File: config.mk
export PLATFORM = sky130hd
export DESIGN_NAME = odelay_dyn_flat
export DESIGN_NICKNAME = d
export VERILOG_FILES = /design/src/rtl/odelay_dyn_if.sv /design/src/rtl/odelay_dyn.sv /design/src/flat_wrapper.sv
export SDC_FILE = /design/constraint.sdc
export NUM_CORES = 1
export LEC_CHECK = 0
export CAP_MARGIN = 10
export CORE_UTILIZATION = 29
export CTS_BUF_LIST = sky130_fd_sc_hd__clkbuf_16
export DETAILED_ROUTE_END_ITERATION = 10
export GPL_ROUTABILITY_DRIVEN = 0
export HOLD_SLACK_MARGIN = 0.05
export PLACE_DENSITY = 0.43
export SYNTH_ARGS = -nofsm -noshare
export SYNTH_HDL_FRONTEND = slang
export SYNTH_SLANG_ARGS = --single-unit
export TNS_END_PERCENT = 50
File: constraint.sdc
create_clock -name sclk_i -period 2.87 [get_ports sclk_i]
set_input_delay 0.4305 -clock sclk_i [delete_from_list [all_inputs] [get_ports sclk_i]]
set_output_delay 0.4305 -clock sclk_i [all_outputs]
set_load 0.01 [all_outputs]
File: src/rtl/odelay_dyn_if.sv
// -----------------------------------------------------------------------------
// odelay_dyn_if
// Signal bundle between the TX output register / calibration logic and the
// dynamic output delay element.
//   a         : pad-bound data to be delayed          (master -> slave)
//   loadn     : active-low reload of tap to DEL_VALUE (master -> slave)
//   move      : tap step request, rising edge acts    (master -> slave)
//   direction : 0 = add delay, 1 = remove delay       (master -> slave)
//   z         : delayed data                          (slave -> master)
//   cflag     : last step request hit a tap limit     (slave -> master)
//   tap       : current tap value                     (slave -> master)
// -----------------------------------------------------------------------------
interface odelay_dyn_if #(
   parameter int TAP_BITS = 7
);
   logic                a;
   logic                loadn;
   logic                move;
   logic                direction;
   logic                z;
   logic                cflag;
   logic [TAP_BITS-1:0] tap;

   modport master (
      output a, loadn, move, direction,
      input  z, cflag, tap
   );

   modport slave (
      input  a, loadn, move, direction,
      output z, cflag, tap
   );
endinterface

File: src/rtl/odelay_dyn.sv
// -----------------------------------------------------------------------------
// odelay_dyn
// Run-time adjustable output delay element (DELAYF-style tap control).
// The input is shifted through a 2^TAP_BITS deep history line and the output
// register picks the entry selected by the current tap, giving a latency of
// tap+1 clock cycles.
// Ports:
//   sclk_i : clock, all state updates on the rising edge
//   rst_i  : synchronous active-high reset
//   bus    : odelay_dyn_if slave modport (a/loadn/move/direction in,
//            z/cflag/tap out)
// -----------------------------------------------------------------------------
module odelay_dyn #(
   parameter int TAP_BITS  = 7,
   parameter int DEL_VALUE = 0,
   parameter     DEL_MODE  = "USER_DEFINED"
) (
   input  logic          sclk_i,
   input  logic          rst_i,
   odelay_dyn_if.slave   bus
);

   localparam int                  DEPTH    = 32'd1 << TAP_BITS;
   localparam logic [TAP_BITS-1:0] TAP_INIT = TAP_BITS'(DEL_VALUE);
   localparam logic [TAP_BITS-1:0] TAP_MAX  = {TAP_BITS{1'b1}};
   localparam logic [TAP_BITS-1:0] TAP_MIN  = {TAP_BITS{1'b0}};
   localparam logic [TAP_BITS-1:0] TAP_ONE  = {{(TAP_BITS-1){1'b0}}, 1'b1};

   logic [DEPTH-1:0]    sr_q;
   logic [DEPTH-1:0]    sr_d;
   logic [TAP_BITS-1:0] tap_q;
   logic [TAP_BITS-1:0] tap_d;
   logic                cflag_q;
   logic                cflag_d;
   logic                z_q;
   logic                z_d;
   logic                move_q;
   logic                step_s;

   // Tap/flag next state: reload beats a step, a step saturates instead of wrapping.
   always_comb begin
      tap_d   = tap_q;
      cflag_d = cflag_q;
      step_s  = bus.move & ~move_q;
      if (!bus.loadn) begin
         // A MOVE edge coinciding with the load is dropped on purpose.
         tap_d   = TAP_INIT;
         cflag_d = 1'b0;
      end else if (step_s) begin
         if (!bus.direction) begin
            if (tap_q == TAP_MAX) begin
               cflag_d = 1'b1;
            end else begin
               tap_d   = tap_q + TAP_ONE;
               cflag_d = 1'b0;
            end
         end else begin
            if (tap_q == TAP_MIN) begin
               cflag_d = 1'b1;
            end else begin
               tap_d   = tap_q - TAP_ONE;
               cflag_d = 1'b0;
            end
         end
      end else begin
         tap_d   = tap_q;
         cflag_d = cflag_q;
      end
   end

   // History line shift and output tap selection (uses the tap in force before this edge).
   always_comb begin
      sr_d = {sr_q[DEPTH-2:0], bus.a};
      z_d  = sr_q[tap_q];
   end

   // State registers; reset clears history so no pre-reset data can reach the pad.
   always_ff @(posedge sclk_i) begin
      if (rst_i) begin
         sr_q    <= {DEPTH{1'b0}};
         tap_q   <= TAP_INIT;
         cflag_q <= 1'b0;
         z_q     <= 1'b0;
         move_q  <= 1'b0;
      end else begin
         sr_q    <= sr_d;
         tap_q   <= tap_d;
         cflag_q <= cflag_d;
         z_q     <= z_d;
         // Tracked during load as well, so MOVE held across a load release cannot step.
         move_q  <= bus.move;
      end
   end

   assign bus.z     = z_q;
   assign bus.cflag = cflag_q;
   assign bus.tap   = tap_q;

endmodule

File: src/flat_wrapper.sv
// flat-port wrapper written by rule: the top's interface ports become plain ports
module odelay_dyn_flat 
#(
   parameter int TAP_BITS  = 7,
   parameter int DEL_VALUE = 0,
   parameter     DEL_MODE  = "            "
)
  (sclk_i, rst_i, bus_a, bus_loadn, bus_move, bus_direction, bus_z, bus_cflag, bus_tap);
  odelay_dyn_if #(.TAP_BITS(TAP_BITS)) bus_i ();
  input  logic sclk_i;
  input  logic rst_i;
  input wire logic [$bits(bus_i.a)-1:0] bus_a;
  input wire logic [$bits(bus_i.loadn)-1:0] bus_loadn;
  input wire logic [$bits(bus_i.move)-1:0] bus_move;
  input wire logic [$bits(bus_i.direction)-1:0] bus_direction;
  output wire logic [$bits(bus_i.z)-1:0] bus_z;
  output wire logic [$bits(bus_i.cflag)-1:0] bus_cflag;
  output wire logic [$bits(bus_i.tap)-1:0] bus_tap;
  assign bus_i.a = bus_a;
  assign bus_i.loadn = bus_loadn;
  assign bus_i.move = bus_move;
  assign bus_i.direction = bus_direction;
  assign bus_z = bus_i.z;
  assign bus_cflag = bus_i.cflag;
  assign bus_tap = bus_i.tap;
  odelay_dyn #(.TAP_BITS(TAP_BITS), .DEL_VALUE(DEL_VALUE), .DEL_MODE(DEL_MODE)) u_core (.sclk_i(sclk_i), .rst_i(rst_i), .bus(bus_i));
endmodule
==> results.sh <==
export IMPL_yosysUniqueCellTypes=49
export IMPL_synthesis_area_sq_um=5190
export IMPL_dpl_cell_area_sq_um=5560
export IMPL_overflow=0
export IMPL_drt_pass1_iterations=4
export IMPL_postRouteAntennaNets=0
export IMPL_synth_ff_type="dfxtp_1"
export IMPL_yosys_warnings=0
export IMPL_grt_max_degree=68
export IMPL_p_leak_nw=2.25
export IMPL_clock_latency_ns=0.41
export IMPL_startpoint_type="primary input"
export IMPL_cts_resized=0
export IMPL_drc=0
export IMPL_port_buffers=14
export IMPL_rsz0062_at_grt="false"
export IMPL_synth_seq_cells=138
export IMPL_core_area_sq_um=17400
export IMPL_die_w_microns=136
export IMPL_clockRootBuffer="clkbuf_16"
export IMPL_cp_arrival_ns=2.67
export IMPL_hpwl_mm=7.00
export IMPL_cts_hold_buf=0
export IMPL_critPathSlowestCell="or4_1"
export IMPL_syn_area_per_cell_sq_um=11.4
export IMPL_yosysSeqAreaShare_pct=53.3
export IMPL_fillers=1729
export IMPL_start_util_pct=29.9
export IMPL_outcome="complete, no violations"
export IMPL_path_clk_slew_ns=0.05
export IMPL_min_period_ns=2.33
export IMPL_grt_pass1_wl_mm=18.1
export IMPL_hp_class="flop to flop"
export IMPL_dieArea_sq_um=18400
export IMPL_grt_pass1_vias=3298
export IMPL_drive_gt1_share_pct=12.6
export IMPL_peakVddDrop_mv=0.378
export IMPL_fin_setup_tns_ns=0
export IMPL_cts_sinks=138
export IMPL_fin_nets=484
export IMPL_post_drt_wl_per_cell_microns=15.1
export IMPL_area_delta_synth_final_pct=17.6
export IMPL_io_pins=15
export IMPL_crit_fanout=7
export IMPL_grt_usage_pct=13.3
export IMPL_antenna_found_initial=0
export IMPL_total_power_mw=4.12
export IMPL_slew_violations=0
export IMPL_hold_slack_ns=0.461
export IMPL_maxSlewHeadroom_pct=40.6
export IMPL_synth_edf_count=0
export IMPL_async_flop_share_pct=0
export IMPL_setup_viol=0
export IMPL_cts_buffers=17
export IMPL_worst_setup_path_type="primary input to flop"
export IMPL_post_cts_buffers=0
export IMPL_fin_area_sq_um=6100
export IMPL_die_y_microns=136
export IMPL_hold_viol_final=0
export IMPL_final_cell_mix="dfxtp_1, nor2b_1, mux2i_1"
export IMPL_clockBufferDepth=2
export IMPL_h_tree_depth=4
export IMPL_power_density_nw_per_um2=676
export IMPL_skew_ns=0.00437
export IMPL_postLayoutCoreUtil_pct=35.1
export IMPL_worst_ep_required_time_ns=3.21
export IMPL_cp_end_kind="flop"
export IMPL_fmaxAchievable_mhz=430
export IMPL_cts_tree="built"
export IMPL_maxCapViolations=0
export IMPL_num_rows=48
export IMPL_crit_chain="clkdlybuf4s50_1 > buf_4 > ha_1 > nor2b_4 > o21ai_2 > a21boi_1 > o21ai_0 > a21oi_1 > or4_1 > a21oi_1"
export IMPL_crit_top_cell="a21oi_1"
export IMPL_dr_first_iter_drc_count=142
export IMPL_final_common_cell="dfxtp_1"
export IMPL_syn_inst=455
export IMPL_wirelength_mm=10.7
export IMPL_min_period_over_period_pct=81.0
export IMPL_routed_via_density=4.47
export IMPL_antenna_cells=0
export IMPL_r2r_slack_ns=0.55
export IMPL_worst_pin_slew_ns=0.889
export IMPL_syn_nets=467
export IMPL_max_stage_delay_ns=0.47
export IMPL_route_vias_total=3162
## per-stage QoR
| step | cells | setup WS [ns] |
|---|---|---|
| floorplan | 455 | 0.428 |
| global placement | 678 | 0.178 |
| detailed placement | 678 | 0.129 |
| CTS | 708 | 0.550 |
| global route | 708 | 0.338 |
| finish | 708 | 0.544 |
## registers in the layout, summed over array words and instances, names as in the netlist
register / flops
u_core.move_q: 1
u_core.bus.tap: 7
u_core.bus.z: 1
u_core.bus.cflag: 1
u_core.sr_q: 128
## area by class of cell
type | count | area (sq um) | share of cell area [%]
repair buffers | 27 | 260 | 4.27
clock buffers | 17 | 425 | 6.97
flip-flops and latches | 138 | 2760 | 45.3
multi-input cells | 281 | 2220 | 36.5
clock inverters | 13 | 115 | 1.89
inverters | 7 | 28.8 | 0.472
well taps | 225 | 282 | 4.62
## Yosys cell counts (2+ instances only)
library cell / number / area share (%)
mux4_1: 5 / 2.5
nand4_1: 3 / 0.36
a22oi_1: 4 / 0.58
nand2b_1: 3 / 0.36
a31oi_1: 3 / 0.36
mux2i_1: 25 / 4.8
o21ai_0: 3 / 0.29
mux4_2: 16 / 6.9
buf_2: 3 / 0.29
nor2b_1: 133 / 16
buf_4: 2 / 0.29
nand2_1: 10 / 0.72
nor2_1: 13 / 0.94
and3_1: 2 / 0.24
buf_1: 2 / 0.14
clkbuf_1: 17 / 1.2
or4_1: 2 / 0.29
o31ai_1: 2 / 0.29
dfxtp_1: 138 / 53
or3_1: 3 / 0.36
o221ai_1: 2 / 0.34
nand3_1: 14 / 1.4
xnor2_1: 3 / 0.51
a21oi_1: 12 / 1.2
ha_1: 5 / 1.2
buf_6: 3 / 0.65
inv_1: 5 / 0.36
## report_power, final
part / internal, mW / leakage (nW) / switching [mW]
logic: 0.0734 / 0.871 / 0.104
clock network: 1.24 / 0.267 / 0.768
registers: 1.93 / 1.11 / 0.00981
total: 3.24 / 2.25 / 0.882
## worst max-delay path, delay by kind of cell
family	cells	cell delay, ns
adder cells (fa/ha/maj)	1	0.32
AND/OR/NAND/NOR	2	0.62
buffers and inverters	2	0.59
AO/OA/AOI/OAI	5	0.71
## worst paths after layout
path	start	end	cells after the start
worst max-delay path	bus_direction	u_core.bus.tap[6]	10
worst max register to register	u_core.bus.tap[1]	u_core.bus.tap[6]	9
worst min register to register	u_core.sr_q[114]	u_core.sr_q[115]	1
worst min-delay path	u_core.sr_q[114]	u_core.sr_q[115]	1
## cell families (layout without fill, tap and decap cells)
kind of cell / after synthesis / in the layout / synth area share [%]
flip-flops: 138 / 138 / 53.3
multiplexers: 46 / 46 / 14.3
AND/OR/NAND/NOR: 188 / 188 / 21.5
adder cells (fa/ha/maj): 6 / 6 / 1.59
buffers and inverters: 36 / 64 / 3.84
XOR/XNOR: 3 / 3 / 0.507
AO/OA/AOI/OAI: 38 / 38 / 4.99
## per-layer routing
| metal | up-vias | wire, microns | GRT usage [%] |
|---|---|---|---|
| met4 | 0 | 176 | 5.37 |
| met3 | 15 | 319 | 4.71 |
| met5 | - | 0 | 0 |
| met2 | 28 | 4990 | 20.4 |
| li1 | 1582 | - | - |
| met1 | 1537 | 5250 | 16.7 |
No activity file was read; power rests on OpenSTA's default activity.
==> variant: new RTL, config.mk and constraints unchanged <==
Make the reset (`rst_i`) asynchronous in one clocked block. Comments in the files are not updated.
--- a/src/rtl/odelay_dyn.sv
+++ b/src/rtl/odelay_dyn.sv
@@ -75,7 +75,7 @@
    end
 
    // State registers; reset clears history so no pre-reset data can reach the pad.
-   always_ff @(posedge sclk_i) begin
+   always_ff @(posedge sclk_i or posedge rst_i) begin
       if (rst_i) begin
          sr_q    <= {DEPTH{1'b0}};
          tap_q   <= TAP_INIT;
Check against the original RTL: differs if rst_i is asserted again (counterexample within 4 cycles, from zero or initial values and one cycle with rst_i high); with rst_i held inactive, the same outputs for 10 cycles.
==> variant against the unedited design <==
Die area decreased by 3.3%. Cell area decreased by 1.9%. Worst setup slack got worse by 0.016 ns. Synthesized area decreased by 3.4%. Wire length decreased by 7.6%. Cell count decreased by 21%. Sequential cell count unchanged. Critical path type is now reg -> out. Largest cell class unchanged.
Power is not compared: it rests on default switching activity, and its combinational part moved more than twofold at a synthesized area within 25%.
==> variant: results (changes against the unedited design) <==
total CTS buffers: 17 (unchanged)
Mapped Nets: 304 (was 467)
post_cts resized: 0 (unchanged)
compound-cell area share of the yosys netlist: 0.0534 (was 0.0499)
Pleak: 2.68 nW
dominant cells by area after synthesis: dfrtp_1 (69%), mux4_2 (12%), mux2i_1 (2.4%) (was dfxtp_1 (53%), nor2b_1 (16%), mux4_2 (6.9%))
share of layout cells above drive strength 1: 0.235 (was 0.126)
Max-slew headroom: 0.553 (was 0.406)
synth unique cells: 44 (was 49)
DR vias/cell: 4.59 (was 4.47)
RR Endpoint: u_core.bus.z (was u_core.bus.tap[6])
initial antenna violation count: 0 (unchanged)
Reg clk slew, reported paths: 0.06 ns
critical path arrival: 1.91 ns (was 2.67 ns)
clk_lat worst skew: 0.41 ns (about the same)
Post-DP Area: 5450 µm² (was 5560 µm²)
FF-to-FF path depth: 6 (was 9)
WHS Path Cells: 0 (was 1)
post-synthesis mux area share: 0.154 (was 0.143)
Yosys warning total: 0 (unchanged)
Most used DFF post-synth: dfrtp_1 (was dfxtp_1)
pin count of the biggest net entering global routing: 93 (was 68)
GRT Total Usage: 0.129 (was 0.133)
# port buffers: 14 (unchanged)
synthesized area per cell: 17.2 µm² (was 11.4 µm²)
CTS root buf: clkbuf_16 (unchanged)
Largest register FFs: 128 (unchanged)
Hold Path Sink: u_core.sr_q[122] (was u_core.sr_q[115])
pre-CTS WS: 0.183 ns (was 0.129 ns)
first-pass GRT wire length: 17.0 mm (was 18.1 mm)
status: finished, final reports clean (unchanged)
placed insts: 525 (was 678)
Worst setup SP type: register (was input port)
slowest CP cell: dfrtp_1 (was or4_1)
DR pass1 iterations: 4 (unchanged)
Max Root-Sink Buffers: 2 (unchanged)
xor/xnor cell area share of the yosys netlist: 0.00699 (was 0.00507)
htree depth: 4 (unchanged)
CP delay by family, top: buffers and inverters (was compound AO/OA/AOI/OAI gates)
Seq/Total Area, Yosys: 0.689 (was 0.533)
Iter 0 DRT Violations: 89 (was 142)
FF-to-FF setup slack: 0.55 ns (about the same)
Peak VDD IR: 0.393 mV
# nets final: 336 (was 484)
worst hold start: u_core.sr_q[121] (was u_core.sr_q[114])
Adder-Cell Fraction of Synth Area: 0.0165 (was 0.0159)
Largest Register: u_core.sr_q (unchanged)
vias in the first global route: 2971 (was 3298)
hold slack: 0.366 ns (was 0.461 ns)
Commonest cells post-synth: dfrtp_1 (138), mux4_2 (26), mux2i_1 (12), nor2b_1 (11), o22ai_1 (9) (was dfxtp_1 (138), nor2b_1 (133), mux2i_1 (25), clkbuf_1 (17), mux4_2 (16))
crit-path max FO: 10 (was 7)
fraction of synthesis flops using an asynchronous set or reset pin: 1.00 (was 0)
worst flop-to-flop path startpoint: u_core.bus.tap[0] (was u_core.bus.tap[1])
via count: 2550 (was 3162)
clk_skew: 0.00445 ns (was 0.00437 ns)
hpwl dp: 6.32 mm (was 7.00 mm)
Post-CTS Setup Bufs: 0 (unchanged)
crit-path max cell delay: 0.61 ns (was 0.47 ns)
Hold Crit Class: reg -> reg (unchanged)
WL final: 9.91 mm (was 10.7 mm)
-- variant: kinds of logic (layout without fill, tap and decap cells) --
group	Yosys count	after routing
flip-flops	138	138
AND/OR/NAND/NOR	49	49
multiplexers	44	44
AO/OA/AOI/OAI	34	34
buffers and inverters	17	61
adder cells (fa/ha/maj)	6	6
XOR/XNOR	4	4
-- variant: worst reg2reg max path, cell delays in order, from the launching register on --
cell and delay (ns):
dfrtp_1 0.61, buf_4 0.32, mux4_2 0.56, o311ai_0 0.32
nor3_1 0.09, a21oi_1 0.15, a22oi_1 0.12
-- variant: metal layers --
layer | up-vias | part of all wire | routed length, µm | track usage
met3 | 9 | 0.023 | 228 | 0.0438
met2 | 24 | 0.47 | 4650 | 0.195
met1 | 1376 | 0.50 | 4930 | 0.174
met5 | - | 0 | 0 | 0
li1 | 1141 | - | - | -
met4 | 0 | 0.0099 | 98 | 0.0417
-- variant: layout make-up --
cell class                      instances  area (µm²)
Tap cell                              220         275
Multi-Input combinational cell        137        1450
Clock inverter                         14         109
Sequential cell                       138        3450
Inverter                                4        18.8
Timing Repair Buffer                   26         255
Fill cell                            1617       10700
Clock buffer                           17         425
-- variant: worst max-delay path by stage --
stage	end	slack [ns]
after floorplan	u_core.bus.cflag	0.72
after global placement	u_core.bus.tap[6]	0.25
after detailed placement	u_core.bus.tap[6]	0.18
after CTS	bus_tap[0]	0.46
after global routing	bus_tap[0]	0.42
final	bus_tap[0]	0.53
-- variant: power breakdown --
group          switching, mW  total [mW]  internal (mW)
clock                  0.798        1.97           1.17
sequential            0.0593        2.06           2.00
combinational          0.200       0.387          0.187
total                   1.06        4.42           3.36
